File: src/rtl/cordic_pkg.sv
// Shared CORDIC constants: arctangent table, gain compensation, FSM encoding.
// Latency: n/a (constants and pure functions only).
// Backpressure: n/a.
package cordic_pkg;

    typedef enum logic [1:0] {
        ST_IDLE = 2'd0,
        ST_ITER = 2'd1,
        ST_FIN  = 2'd2
    } state_t;

    // Round(0.607253 * 2^15). This is the inverse of the accumulated CORDIC gain.
    localparam int KCOMP       = 19898;
    localparam int KCOMP_SHIFT = 15;

    // Half turn on a 32-bit phase scale. Narrower phases take the top bits.
    localparam logic [31:0] HALF_TURN = 32'h8000_0000;

    // atan(2^-k) on a scale of 2^32 per full turn.
    function automatic logic [31:0] atan_turn32(input int k);
        case (k)
            0:       return 32'h2000_0000;
            1:       return 32'h12E4_051E;
            2:       return 32'h09FB_385B;
            3:       return 32'h0511_11D4;
            4:       return 32'h028B_0D43;
            5:       return 32'h0145_D7E1;
            6:       return 32'h00A2_F61E;
            7:       return 32'h0051_7C55;
            8:       return 32'h0028_BE53;
            9:       return 32'h0014_5F2F;
            10:      return 32'h000A_2F98;
            11:      return 32'h0005_17CC;
            12:      return 32'h0002_8BE6;
            13:      return 32'h0001_45F3;
            14:      return 32'h0000_A2FA;
            15:      return 32'h0000_517D;
            16:      return 32'h0000_28BE;
            17:      return 32'h0000_145F;
            default: return 32'h0000_0000;
        endcase
    endfunction

    // atan(2^-k) rounded to a scale of 2^phase_w per turn (phase_w <= 32).
    function automatic logic [31:0] atan_lsb(input int k, input int phase_w);
        logic [32:0] r;
        if (phase_w >= 32) begin
            return atan_turn32(k);
        end
        r = {1'b0, atan_turn32(k)} + (33'd1 << (31 - phase_w));
        r = r >> (32 - phase_w);
        return r[31:0];
    endfunction

endpackage

File: src/rtl/cordic_vec_step.sv
// One vectoring-mode micro-rotation: steers y toward zero and accumulates the angle.
// Latency: combinational.
// Backpressure: none.
module cordic_vec_step #(
    parameter int XY_W    = 18,
    parameter int PHASE_W = 16,
    parameter int SH_W    = 4
) (
    input  logic signed [XY_W-1:0]    x_cur,
    input  logic signed [XY_W-1:0]    y_cur,
    input  logic signed [PHASE_W-1:0] z_cur,
    input  logic [SH_W-1:0]           shift,
    input  logic [PHASE_W-1:0]        atan_k,
    output logic signed [XY_W-1:0]    x_nxt,
    output logic signed [XY_W-1:0]    y_nxt,
    output logic signed [PHASE_W-1:0] z_nxt
);

    logic signed [XY_W-1:0] x_sh;
    logic signed [XY_W-1:0] y_sh;

    assign x_sh = x_cur >>> shift;
    assign y_sh = y_cur >>> shift;

    always_comb begin
        x_nxt = x_cur;
        y_nxt = y_cur;
        z_nxt = z_cur;
        if (y_cur[XY_W-1]) begin
            x_nxt = x_cur - y_sh;
            y_nxt = y_cur + x_sh;
            z_nxt = z_cur - atan_k;
        end else begin
            x_nxt = x_cur + y_sh;
            y_nxt = y_cur - x_sh;
            z_nxt = z_cur + atan_k;
        end
    end

endmodule

File: src/rtl/cordic_vectoring.sv
// Iterative vectoring CORDIC: (X, Y) -> atan2 phase and gain-compensated magnitude.
// Latency: ITER+2 edges from accepted Start_i to Done_o visible; one step per clock.
// Backpressure: Start_i is ignored while Busy_o is high; no queueing.
module cordic_vectoring
    import cordic_pkg::*;
#(
    parameter int DATA_W  = 16,
    parameter int PHASE_W = 16,
    parameter int ITER    = 16
) (
    input  logic               Clk_i,
    input  logic               Rst_i,
    input  logic               Start_i,
    input  logic [DATA_W-1:0]  X_i,
    input  logic [DATA_W-1:0]  Y_i,
    output logic               Busy_o,
    output logic               Done_o,
    output logic [PHASE_W-1:0] Phase_o,
    output logic [DATA_W-1:0]  Mag_o
);

    localparam int IW    = DATA_W + 2;
    localparam int CNT_W = $clog2(ITER + 1);
    localparam int SH_W  = $clog2(PHASE_W);
    localparam logic [PHASE_W-1:0] HALF = HALF_TURN[31 -: PHASE_W];

    state_t state_q;
    state_t state_d;

    logic signed [IW-1:0]      x_q, y_q, x_nxt, y_nxt;
    logic signed [IW-1:0]      x_ext, y_ext;
    logic signed [PHASE_W-1:0] z_q, z_nxt;
    logic [CNT_W-1:0]          cnt_q;
    logic                      zero_q;
    logic                      capture, step_en, finish;
    logic [31:0]               atan_full;
    logic [PHASE_W-1:0]        atan_k;
    logic [IW+KCOMP_SHIFT-1:0] prod;
    logic [DATA_W-1:0]         mag_full;

    assign x_ext = {{2{X_i[DATA_W-1]}}, X_i};
    assign y_ext = {{2{Y_i[DATA_W-1]}}, Y_i};

    always_comb begin
        atan_full = atan_lsb(int'(cnt_q), PHASE_W);
    end
    assign atan_k = atan_full[PHASE_W-1:0];

    cordic_vec_step #(
        .XY_W    (IW),
        .PHASE_W (PHASE_W),
        .SH_W    (SH_W)
    ) u_step (
        .x_cur  (x_q),
        .y_cur  (y_q),
        .z_cur  (z_q),
        .shift  (SH_W'(cnt_q)),
        .atan_k (atan_k),
        .x_nxt  (x_nxt),
        .y_nxt  (y_nxt),
        .z_nxt  (z_nxt)
    );

    // x is non-negative after the right-half-plane pre-rotation, so an unsigned multiply is safe.
    assign prod     = {{KCOMP_SHIFT{1'b0}}, x_q} * (IW + KCOMP_SHIFT)'(KCOMP);
    assign mag_full = DATA_W'(prod >> KCOMP_SHIFT);

    always_ff @(posedge Clk_i or negedge Rst_i) begin
        if (!Rst_i) begin
            state_q <= ST_IDLE;
        end else begin
            state_q <= state_d;
        end
    end

    always_comb begin
        state_d = state_q;
        unique case (state_q)
            ST_IDLE: if (Start_i) state_d = ST_ITER;
            ST_ITER: if (cnt_q == CNT_W'(ITER - 1)) state_d = ST_FIN;
            ST_FIN:  state_d = ST_IDLE;
            default: state_d = ST_IDLE;
        endcase
    end

    always_comb begin
        capture = (state_q == ST_IDLE) && Start_i;
        step_en = (state_q == ST_ITER);
        finish  = (state_q == ST_FIN);
        Busy_o  = (state_q != ST_IDLE);
    end

    always_ff @(posedge Clk_i or negedge Rst_i) begin
        if (!Rst_i) begin
            x_q     <= '0;
            y_q     <= '0;
            z_q     <= '0;
            cnt_q   <= '0;
            zero_q  <= 1'b0;
            Done_o  <= 1'b0;
            Phase_o <= '0;
            Mag_o   <= '0;
        end else begin
            Done_o <= finish;
            if (capture) begin
                cnt_q  <= '0;
                zero_q <= (X_i == '0) && (Y_i == '0);
                // Left half-plane: rotate by a half turn; +half and -half share one encoding.
                if (X_i[DATA_W-1]) begin
                    x_q <= -x_ext;
                    y_q <= -y_ext;
                    z_q <= HALF;
                end else begin
                    x_q <= x_ext;
                    y_q <= y_ext;
                    z_q <= '0;
                end
            end else if (step_en) begin
                x_q   <= x_nxt;
                y_q   <= y_nxt;
                z_q   <= z_nxt;
                cnt_q <= cnt_q + 1'b1;
            end
            if (finish) begin
                Phase_o <= zero_q ? '0 : z_q;
                Mag_o   <= zero_q ? '0 : mag_full;
            end
        end
    end

endmodule

File: config.mk
export PLATFORM = sky130hd
export DESIGN_NAME = cordic_vectoring
export DESIGN_NICKNAME = d
export VERILOG_FILES = /design/src/rtl/cordic_pkg.sv /design/src/rtl/cordic_vec_step.sv /design/src/rtl/cordic_vectoring.sv
export SDC_FILE = /design/constraint.sdc
export NUM_CORES = 1
export LEC_CHECK = 0
export ABC_CLOCK_PERIOD_IN_PS = 8200
export CAP_MARGIN = 20
export CORE_MARGIN = 4
export CORE_UTILIZATION = 62
export CTS_BUF_LIST = sky130_fd_sc_hd__clkbuf_2
export DETAILED_ROUTE_END_ITERATION = 10
export DONT_BUFFER_PORTS = 1
export PLACE_DENSITY = 0.78
export SLEW_MARGIN = 20
export SYNTH_ARGS = -nofsm -noshare
export SYNTH_HDL_FRONTEND = slang
export SYNTH_SLANG_ARGS = --single-unit
File: constraint.sdc
create_clock -name Clk_i -period 8.2 [get_ports Clk_i]
set_input_delay 1.64 -clock Clk_i [delete_from_list [all_inputs] [get_ports Clk_i]]
set_output_delay 1.64 -clock Clk_i [all_outputs]
set_load 0.02 [all_outputs]
==> out/metrics.yaml, run 1 <==
antenna_found_initial: 2
post-route-min-period_ps: 6682
core_um2: 22850
synth_cell_types: 76
rows: 55
cap_violations: 0
setup_viol_count_final: 0
drc_errors: 0
status: "completed"
ys.flop_type: "dfrtp_1"
post_cts.repair.setup_buffers: 0
io-pin-count: 69
vias_per_cell: 6.147
layout-drive-gt1-share_pct: 5.953
worst_pin_slew_ps: 1019
cts-root-buf: "clkbuf_2"
fmax_mhz: 149.7
ys_ff_latch: 93
io_buffers: 0
arrival_ps: 7320
design_area_um2: 14780
r2r_setup_slack_ps: 1520
synth_warnings: 0
syn-cell-area_um2: 14490
crit_fanout: 12
ctsResizeCount: 0
cts_buffer_depth: 2
ys_seq_area_share_pct: 16.06
clk_pin_slew_worst_paths_ps: 370
cts_hold_buffers: 0
areaGrowthSynthToFinish_pct: 1.995
grt_use_total_pct: 27.69
grt_pass1_vias: 11670
final_net_count: 1893
synth_nets: 1942
cp_common_cell: "inv_1"
endpoint_kind: "register"
htree_num_levels: 3
rr_startpoint: "x_q[15]$_DFFE_PN0P_"
critPathMaxStageDelay_ps: 700
path_cells: "inv_1 -> fa_1 -> inv_1 -> ha_1 -> inv_1 -> fa_1 -> inv_1 -> fa_1 -> fa_1 -> inv_1 -> fa_1 -> inv_1 -> ha_1 -> a21o_1 -> a21o_1 -> a21oi_1 -> o21ai_0 -> a221o_1 -> a41o_1 -> o31a_1 -> a41oi_1 -> xnor2_1 -> a22o_1"
drtAntennaViolNets: 0
finalSetupTns_ps: 0
dieArea_um2: 25880
period_share_pct: 81.49
grt_pass1_wl_um: 58570
report.final.slew_viol_count: 0
r2r.worst_path.cells: 23
initial_core_util_pct: 63.42
cts_tree: "done"
wl_per_cell_um: 18.53
cts.sinks: 93
die_w_um: 160.9
postSynthAreaPerCell_um2: 8.927
cp_slowest_cell: "dfrtp_1"
postPlaceCellArea_um2: 14650
hp-class: "in -> async"
synth_edf_count: 0
place_congestion: 0.9941
finalWirelength_um: 35070
place_hpwl_um: 27270
vias: 11637
critPathRequiredTime_ps: 8840
critPathKind: "reg -> reg"
netlist_instances: 1623
rsz0062_at_grt: "no"
cts_buffers: 9
critPathLaunchType: "register"
r2r_end: "Mag_o[15]$_DFFE_PN0P_"
hold_viol: 0
max_slew_margin_pct: 32.08
firstDrtPassIters: 6
first_iter_violations: 1078
worstSkewPairLatency_ps: 740
skew_ps: 68.01
async_flop_share_pct: 100.0
grt.overflow.total: 0
grt_max_degree: 94
dieHeight_um: 160.9
## metrics by stage
step                      cells  hold WS [ps]  setup WS, ps  util [%]
after global placement     1876         480.9          1802     64.12
after floorplan            1623         468.8          2158         -
after detailed placement   1876         503.3          1606     64.12
final                      1893         510.6          1518     64.68
after global routing       1893         478.9          1253     64.68
after CTS                  1892         497.1          1569     64.66
## worst max-delay path, delay by kind of cell (launching register included)
kind / cells / cell delay (ps)
XOR/XNOR: 1 / 110
AO/OA/AOI/OAI: 9 / 2110
buffers and inverters: 6 / 530
flip-flops: 1 / 700
adder cells (fa/ha/maj): 7 / 3160
## area by class of cell
cell class | instances | area, um2
Timing Repair Buffer | 10 | 75.07
Clock inverter | 7 | 77.57
Multi-Input combinational cell | 1219 | 10950
Fill cell | 1962 | 8069
Inverter | 241 | 904.6
Tap cell | 313 | 391.6
Antenna cell | 1 | 2.502
Sequential cell | 93 | 2330
Clock buffer | 9 | 45.04
## layer usage
metal  GRT usage [%]  vias up  part of all wire, %
met5               0        -                    0
met1           38.72     5666                   43
met4           7.406        0                  2.4
li1                -     5525                    -
met3           4.799       63                  7.4
met2           44.95      383                   47
## kinds of logic (layout without fill, tap and decap cells)
family / Yosys count / after routing / synth area share [%]
buf+inv: 311 / 267 / 8.420
flops: 93 / 93 / 16.06
simple gates: 363 / 363 / 12.48
fa+ha+maj: 284 / 284 / 29.97
xor+xnor: 130 / 130 / 7.858
compound gates: 360 / 360 / 15.85
other cells: 0 / 1 / 0
mux: 82 / 82 / 9.370
## how the worst max path moves through the flow
stage                                    from                    end  slack, ps  cells past startpoint
after floorplan           x_q[15]$_DFFE_PN0P_  Mag_o[15]$_DFFE_PN0P_       2160                     23
after global placement    x_q[14]$_DFFE_PN0P_  Mag_o[15]$_DFFE_PN0P_       1800                     23
after detailed placement  x_q[15]$_DFFE_PN0P_  Mag_o[15]$_DFFE_PN0P_       1610                     23
after CTS                 x_q[15]$_DFFE_PN0P_  Mag_o[15]$_DFFE_PN0P_       1570                     23
after global routing       x_q[9]$_DFFE_PN0P_  Mag_o[15]$_DFFE_PN0P_       1250                     22
final                     x_q[15]$_DFFE_PN0P_  Mag_o[15]$_DFFE_PN0P_       1520                     23
## flip-flops by register name, indices dropped and copies added (netlist names)
signal,cells
x_q,18
y_q,18
Mag_o,16
Phase_o,16
z_q,16
cnt_q,5
state_q,2
Done_o,1
zero_q,1
## cell usage after synthesis, types with 4 or more instances
| cell type | n | area (um2) |
|---|---|---|
| o32ai_1 | 5 | 43.79 |
| or3_1 | 7 | 43.79 |
| nor3b_1 | 4 | 30.03 |
| nand3b_1 | 6 | 45.04 |
| buf_1 | 12 | 45.04 |
| dfrtp_1 | 93 | 2327 |
| mux2i_1 | 31 | 310.3 |
| buf_2 | 14 | 70.07 |
| a21o_1 | 22 | 165.2 |
| or4_1 | 7 | 52.55 |
| mux4_2 | 38 | 855.8 |
| nor2_1 | 83 | 311.6 |
| and3_1 | 10 | 62.56 |
| nand2_1 | 99 | 371.6 |
| a211oi_1 | 22 | 165.2 |
| nor3_1 | 24 | 120.1 |
| or2_2 | 4 | 25.02 |
| and2_1 | 16 | 100.1 |
| nand2b_1 | 32 | 200.2 |
| a221o_1 | 4 | 40.04 |
| mux2_2 | 10 | 112.6 |
| o21ai_0 | 93 | 465.5 |
| o211ai_1 | 15 | 112.6 |
| nand4_1 | 8 | 50.05 |
| o221ai_1 | 4 | 35.03 |
| o41ai_1 | 4 | 35.03 |
| xor2_1 | 61 | 534.3 |
| nor2b_1 | 11 | 68.82 |
| a21oi_1 | 98 | 490.5 |
| ha_1 | 179 | 2240 |
| inv_1 | 238 | 893.4 |
| o21a_1 | 7 | 52.55 |
| xnor2_1 | 69 | 604.3 |
| o31ai_1 | 17 | 127.6 |
| a31oi_1 | 15 | 93.84 |
| fa_1 | 105 | 2102 |
| a22oi_1 | 6 | 45.04 |
| clkbuf_1 | 39 | 146.4 |
| nand3_1 | 36 | 180.2 |
| a22o_1 | 15 | 131.4 |
## cell usage in the layout, fill, tap and decap left out, types with 30 or more instances in the layout
cell type	instances
a21oi_1	98
dfrtp_1	91
fa_1	105
ha_1	179
inv_1	238
mux2i_1	31
mux4_2	38
nand2_1	99
nand2b_1	30
nand3_1	36
nor2_1	82
o21ai_0	93
xnor2_1	69
xor2_1	61
Power of run 1 is left out: the tool's default activity adds up to more than one toggle a clock period on the data nets, which glitch-free logic cannot reach.
==> run 2, diff against run 1 <==
--- a/config.mk
+++ b/config.mk
@@ -5,14 +5,14 @@
 export SDC_FILE = /design/constraint.sdc
 export NUM_CORES = 1
 export LEC_CHECK = 0
-export ABC_CLOCK_PERIOD_IN_PS = 8200
+export ABC_CLOCK_PERIOD_IN_PS = 5400
 export CAP_MARGIN = 20
 export CORE_MARGIN = 4
-export CORE_UTILIZATION = 62
+export CORE_UTILIZATION = 61
 export CTS_BUF_LIST = sky130_fd_sc_hd__clkbuf_2
 export DETAILED_ROUTE_END_ITERATION = 10
 export DONT_BUFFER_PORTS = 1
-export PLACE_DENSITY = 0.78
+export PLACE_DENSITY = 0.8
 export SLEW_MARGIN = 20
 export SYNTH_ARGS = -nofsm -noshare
 export SYNTH_HDL_FRONTEND = slang
==> constraint.sdc (replaced) <==
create_clock -name Clk_i -period 5.4 [get_ports Clk_i]
set_input_delay 1.08 -clock Clk_i [delete_from_list [all_inputs] [get_ports Clk_i]]
set_output_delay 1.08 -clock Clk_i [all_outputs]
set_load 0.02 [all_outputs]
==> run 2 against run 1 <==
Flip-flop and latch count stayed put. Cell count is 6.4% higher. Design area is 10% higher. The run now ends with setup timing left. Largest cell class unchanged. First-iteration DRC count is 6.7% higher. Highest routed layer unchanged. Hold slack worse by 450 ps. Critical path depth is 1 lower.
==> out/metrics.yaml, run 2 (synthesis results as in run 1) <==
violations: "setup timing"
grt_pass1_vias: 12168
place_congestion: 0.9407
core_um2: 23400
critPathLaunchType: "register"
critPathMaxStageDelay_ps: 550
grt.overflow.total: 0
initial_core_util_pct: 61.91
worst_pin_slew_ps: 963.8
cp_common_cell: "inv_1"
crit_fanout: 4
dieArea_um2: 26280
hold_viol: 0
final_common_cell: "inv_1"
cts_tree: "done"
cp_slowest_cell: "fa_2"
layout-drive-gt1-share_pct: 18.12
hp-class: "in -> async"
cts_buffers: 9
design_area_um2: 16250
rows: 56
setup_ws_ps: -444.2
setup_viol_count_final: 12
report.final.slew_viol_count: 0
first_iter_violations: 1150
rsz0062_at_grt: "yes"
skew_ps: 61.62
place_hpwl_um: 28560
arrival_ps: 6410
die_w_um: 162.1
post-route-min-period_ps: 5844
clk_pin_slew_worst_paths_ps: 330
wl_per_cell_um: 19.01
max_slew_margin_pct: 35.54
io-pin-count: 69
final_net_count: 2008
firstDrtPassIters: 5
critPathRequiredTime_ps: 5970
grt_max_degree: 80
worstSkewPairLatency_ps: 670
status: "complete, but fails checks"
num-fill-cells: 1838
fmax_mhz: 171.1
antenna_found_initial: 1
grt_pass1_wl_um: 61020
postPlaceCellArea_um2: 15480
grt_use_total_pct: 28.49
post-place-ws_ps: -423.5
dieHeight_um: 162.1
layout_common_cells: "205 x inv_1, 162 x ha_1, 111 x buf_4, 98 x nand2_1, 98 x fa_1"
path_cells: "buf_4 -> ha_4 -> inv_1 -> fa_2 -> inv_1 -> fa_2 -> fa_2 -> fa_1 -> inv_1 -> fa_1 -> inv_1 -> ha_2 -> a21o_1 -> a21o_1 -> a21oi_2 -> o21ai_2 -> a221o_1 -> a41o_1 -> o31a_1 -> a31oi_1 -> xnor2_1 -> a22o_1"
period_share_pct: 108.2
critPathKind: "reg -> reg"
htree_num_levels: 3
whs_ps: 65.43
cts-root-buf: "clkbuf_2"
io_buffers: 0
vias_per_cell: 6.098
finalWirelength_um: 38290
drtAntennaViolNets: 0
areaGrowthSynthToFinish_pct: 12.17
cts_buffer_depth: 2
vias: 12281
endpoint_kind: "register"
cap_violations: 0
drc_errors: 0
cts.sinks: 93
top_regs: "x_q: 18 flops, y_q: 18 flops"
==> run 2: changes by cell type in the layout (fill, tap and decap cells not counted), sizes merged <==
cell         before  now
bufinv            0    1
dlygate4sd3       0    3
inv             242  243
clkinvlp          1    0
buf              10  122
clkinv            5    4
==> run 2: timing repair <==
action	CTS	global route
hold buffers	2	1
gates resized for setup	36	57
endpoints found under the setup margin	11	24
pin swaps	39	36
buffers inserted	7	17
endpoints found under the hold margin	15	5
==> run 2: cell type report <==
class | count | area, um2 | share of cell area [%]
Antenna cell | 1 | 2.502 | 0.01540
Clock buffer | 9 | 45.04 | 0.2772
Clock inverter | 7 | 80.08 | 0.4927
Inverter | 241 | 924.6 | 5.689
Multi-Input combinational cell | 1219 | 11410 | 70.24
Sequential cell | 93 | 2346 | 14.44
Tap cell | 319 | 399.1 | 2.456
Timing Repair Buffer | 125 | 1040 | 6.398
==> run 2: per-stage QoR <==
stage          utilization, %  setup TNS [ps]  cells
3_3_place_gp            66.14           -1427   1972
3_5_place_dp            66.14           -2207   1972
2_1_floorplan               -          -409.4   1623
6_report                69.45           -2611   2014
4_1_cts                 67.87           -1315   1997
5_1_grt                 69.45           -5070   2014
==> run 2: path summary, 6_finish.rpt <==
path                                          from                endpoint  slack [ps]  cells past startpoint
worst max-delay path            x_q[9]$_DFFE_PN0P_   Mag_o[14]$_DFFE_PN0P_        -440                     22
worst min-delay path                         Rst_i  Phase_o[0]$_DFFE_PN0P_          70                      0
worst max register to register  x_q[9]$_DFFE_PN0P_   Mag_o[14]$_DFFE_PN0P_        -440                     22
worst min register to register  z_q[0]$_DFFE_PN0P_      z_q[0]$_DFFE_PN0P_         540                      2
max in group asynchronous                    Rst_i    cnt_q[1]$_DFFE_PN0P_        3710                      1
min in group Clk_i                          Y_i[0]      y_q[0]$_DFFE_PN0P_         500                      2
==> run 2: critical path: cells and delay by family (launching register included) <==
kind / cells / cell delay [ps]
fa+ha+maj: 7 / 2830
compound gates: 9 / 1910
flops: 1 / 520
buf+inv: 5 / 370
xor+xnor: 1 / 110
==> run 2: layer usage <==
layer | wire length, um | vias to the layer above | share of wire, % | global-route usage, %
met4 | 880 | 0 | 2.3 | 6.805
li1 | - | 5758 | - | -
met2 | 18460 | 506 | 48 | 47.36
met1 | 15800 | 5943 | 41 | 39.53
met5 | 0 | - | 0 | 0
met3 | 3148 | 74 | 8.2 | 4.517
Power of run 2 is left out for the same reason.
==> run 3, diff against run 2 <==
--- a/config.mk
+++ b/config.mk
@@ -5,14 +5,14 @@
 export SDC_FILE = /design/constraint.sdc
 export NUM_CORES = 1
 export LEC_CHECK = 0
-export ABC_CLOCK_PERIOD_IN_PS = 5400
+export ABC_CLOCK_PERIOD_IN_PS = 5600
 export CAP_MARGIN = 20
 export CORE_MARGIN = 4
-export CORE_UTILIZATION = 61
+export CORE_UTILIZATION = 62
 export CTS_BUF_LIST = sky130_fd_sc_hd__clkbuf_2
 export DETAILED_ROUTE_END_ITERATION = 10
 export DONT_BUFFER_PORTS = 1
-export PLACE_DENSITY = 0.8
+export PLACE_DENSITY = 0.78
 export SLEW_MARGIN = 20
 export SYNTH_ARGS = -nofsm -noshare
 export SYNTH_HDL_FRONTEND = slang
==> constraint.sdc (replaced) <==
create_clock -name Clk_i -period 5.6 [get_ports Clk_i]
set_input_delay 1.12 -clock Clk_i [delete_from_list [all_inputs] [get_ports Clk_i]]
set_output_delay 1.12 -clock Clk_i [all_outputs]
set_load 0.02 [all_outputs]
==> run 3 against run 2 <==
The flow still finishes with violations (setup timing). Count of clock-buffer cells in the layout unchanged. Critical path depth decreased by 1. Core utilization increased by 0.41 points. Cell count decreased by 1.0%.
==> out/metrics.yaml, run 3 (synthesis results as in run 1) <==
worstSkewPairLatency_ps: 660
cp-startpoint: "x_q[7]$_DFFE_PN0P_"
max_slew_margin_pct: 26.31
num-fill-cells: 1800
die_w_um: 160.9
grt.overflow.total: 0
layout-drive-gt1-share_pct: 16.38
hold_viol: 0
endpoint_kind: "register"
busiest_layer: "met2"
period_share_pct: 103.4
initial_core_util_pct: 63.42
finalWirelength_um: 36530
drc_errors: 0
drtAntennaViolNets: 0
r2r_end: "Mag_o[15]$_DFFE_PN0P_"
dieHeight_um: 160.9
setup_ws_ps: -187.8
skew_ps: 43.70
htree_num_levels: 3
critPathRequiredTime_ps: 6160
violations: "setup timing"
whs_ps: 87.86
crit_fanout: 4
areaGrowthSynthToFinish_pct: 10.15
first_iter_violations: 1020
hp-class: "in -> async"
rsz0062_at_grt: "yes"
worst_pin_slew_ps: 1101
status: "complete, but fails checks"
grtUsageMet1_pct: 38.95
cts.sinks: 93
grt_pass1_wl_um: 59360
critPathLaunchType: "register"
r2r.worst_path.cells: 21
place_congestion: 0.9337
layout_common_cells: "211 x inv_1, 161 x ha_1, 100 x buf_4, 98 x nand2_1, 98 x fa_1"
report.final.slew_viol_count: 0
fin_util_pct: 69.85
grt_pass1_vias: 11850
final_net_count: 1993
grt_use_met3_pct: 5.517
io_buffers: 0
dieArea_um2: 25880
rows: 55
place_hpwl_um: 28260
firstDrtPassIters: 5
post-route-min-period_ps: 5788
final_common_cell: "inv_1"
cts_buffers: 9
grt_use_total_pct: 28.05
cap_violations: 0
cts_tree: "done"
core_um2: 22850
clk_pin_slew_worst_paths_ps: 320
cts_buffer_depth: 2
r2r_setup_slack_ps: -190
grtUsageMet2_pct: 45.87
critPathKind: "reg -> reg"
vias_per_cell: 6.052
vias: 12062
rr_startpoint: "x_q[7]$_DFFE_PN0P_"
cts-root-buf: "clkbuf_2"
antenna_found_initial: 1
io-pin-count: 69
fmax_mhz: 172.8
wl_per_cell_um: 18.33
arrival_ps: 6350
top_regs: "x_q: 18 flops, y_q: 18 flops"
setup_viol_count_final: 7
grt_max_degree: 94
run 3: cell types whose count changed in the layout (fill, tap and decap cells not counted), sizes merged:
cell	delta
buf	-12
clkinv	+1
inv	-1
dlygate4sd3	-3
run 3: routing by layer:
layer,share of wire [%],up-vias
met2,48,425
met1,43,5861
met5,0,-
met3,7.7,49
li1,-,5727
met4,1.5,0
run 3: area by class of cell:
cell class	instances	area (um2)	share of cell area, %
flip-flops and latches	93	2344	14.68
well taps	313	391.6	2.454
diodes	1	2.502	0.01568
clock buffers	9	45.04	0.2822
clock inverters	7	80.08	0.5018
inverters	241	924.6	5.794
multi-input cells	1219	11300	70.80
repair buffers	110	872.1	5.465
run 3: metrics by stage:
stage / instance area, um2 / setup WS, ps / TNS [ps] / cells
global placement: 15290 / -237.0 / -795.4 / 1951
floorplan: 14550 / 5.797 / 0 / 1623
finish: 15960 / -187.8 / -746.7 / 1993
detailed placement: 15290 / -364.7 / -1540 / 1951
global route: 15960 / -374.1 / -2117 / 1993
CTS: 15660 / -112.8 / -376.8 / 1978
run 3: how the worst max path moves through the flow:
stage	slack (ps)	endpoint	cells after the start
final	-190	Mag_o[15]$_DFFE_PN0P_	21
after global routing	-370	Mag_o[15]$_DFFE_PN0P_	22
after CTS	-110	Mag_o[14]$_DFFE_PN0P_	21
after detailed placement	-360	Mag_o[15]$_DFFE_PN0P_	20
after global placement	-240	Mag_o[14]$_DFFE_PN0P_	23
after floorplan	6	Mag_o[14]$_DFFE_PN0P_	23
run 3: worst max-delay path, cell delays in order, from the launching register on:
cell and delay, ps:
dfrtp_2 540, buf_6 150, ha_4 240, fa_1 530
inv_1 50, fa_1 480, inv_1 50, fa_1 440
fa_1 510, inv_2 40, fa_1 480, inv_2 40
ha_4 270, nand4_1 200, a211oi_4 320, o31ai_4 110
a21oi_2 250, a41o_1 240, o31a_1 250, a41oi_2 150
xnor2_1 150, a22o_1 190
run 3: repair_timing:
item                                   in CTS  in global routing
hold buffers                                0                  0
setup endpoints to repair                  10                 16
setup buffers                              11                 14
pin swaps                                  29                 48
endpoints found under the hold margin       0                  0
gates resized for setup                    29                 48
Power of run 3 is left out for the same reason.
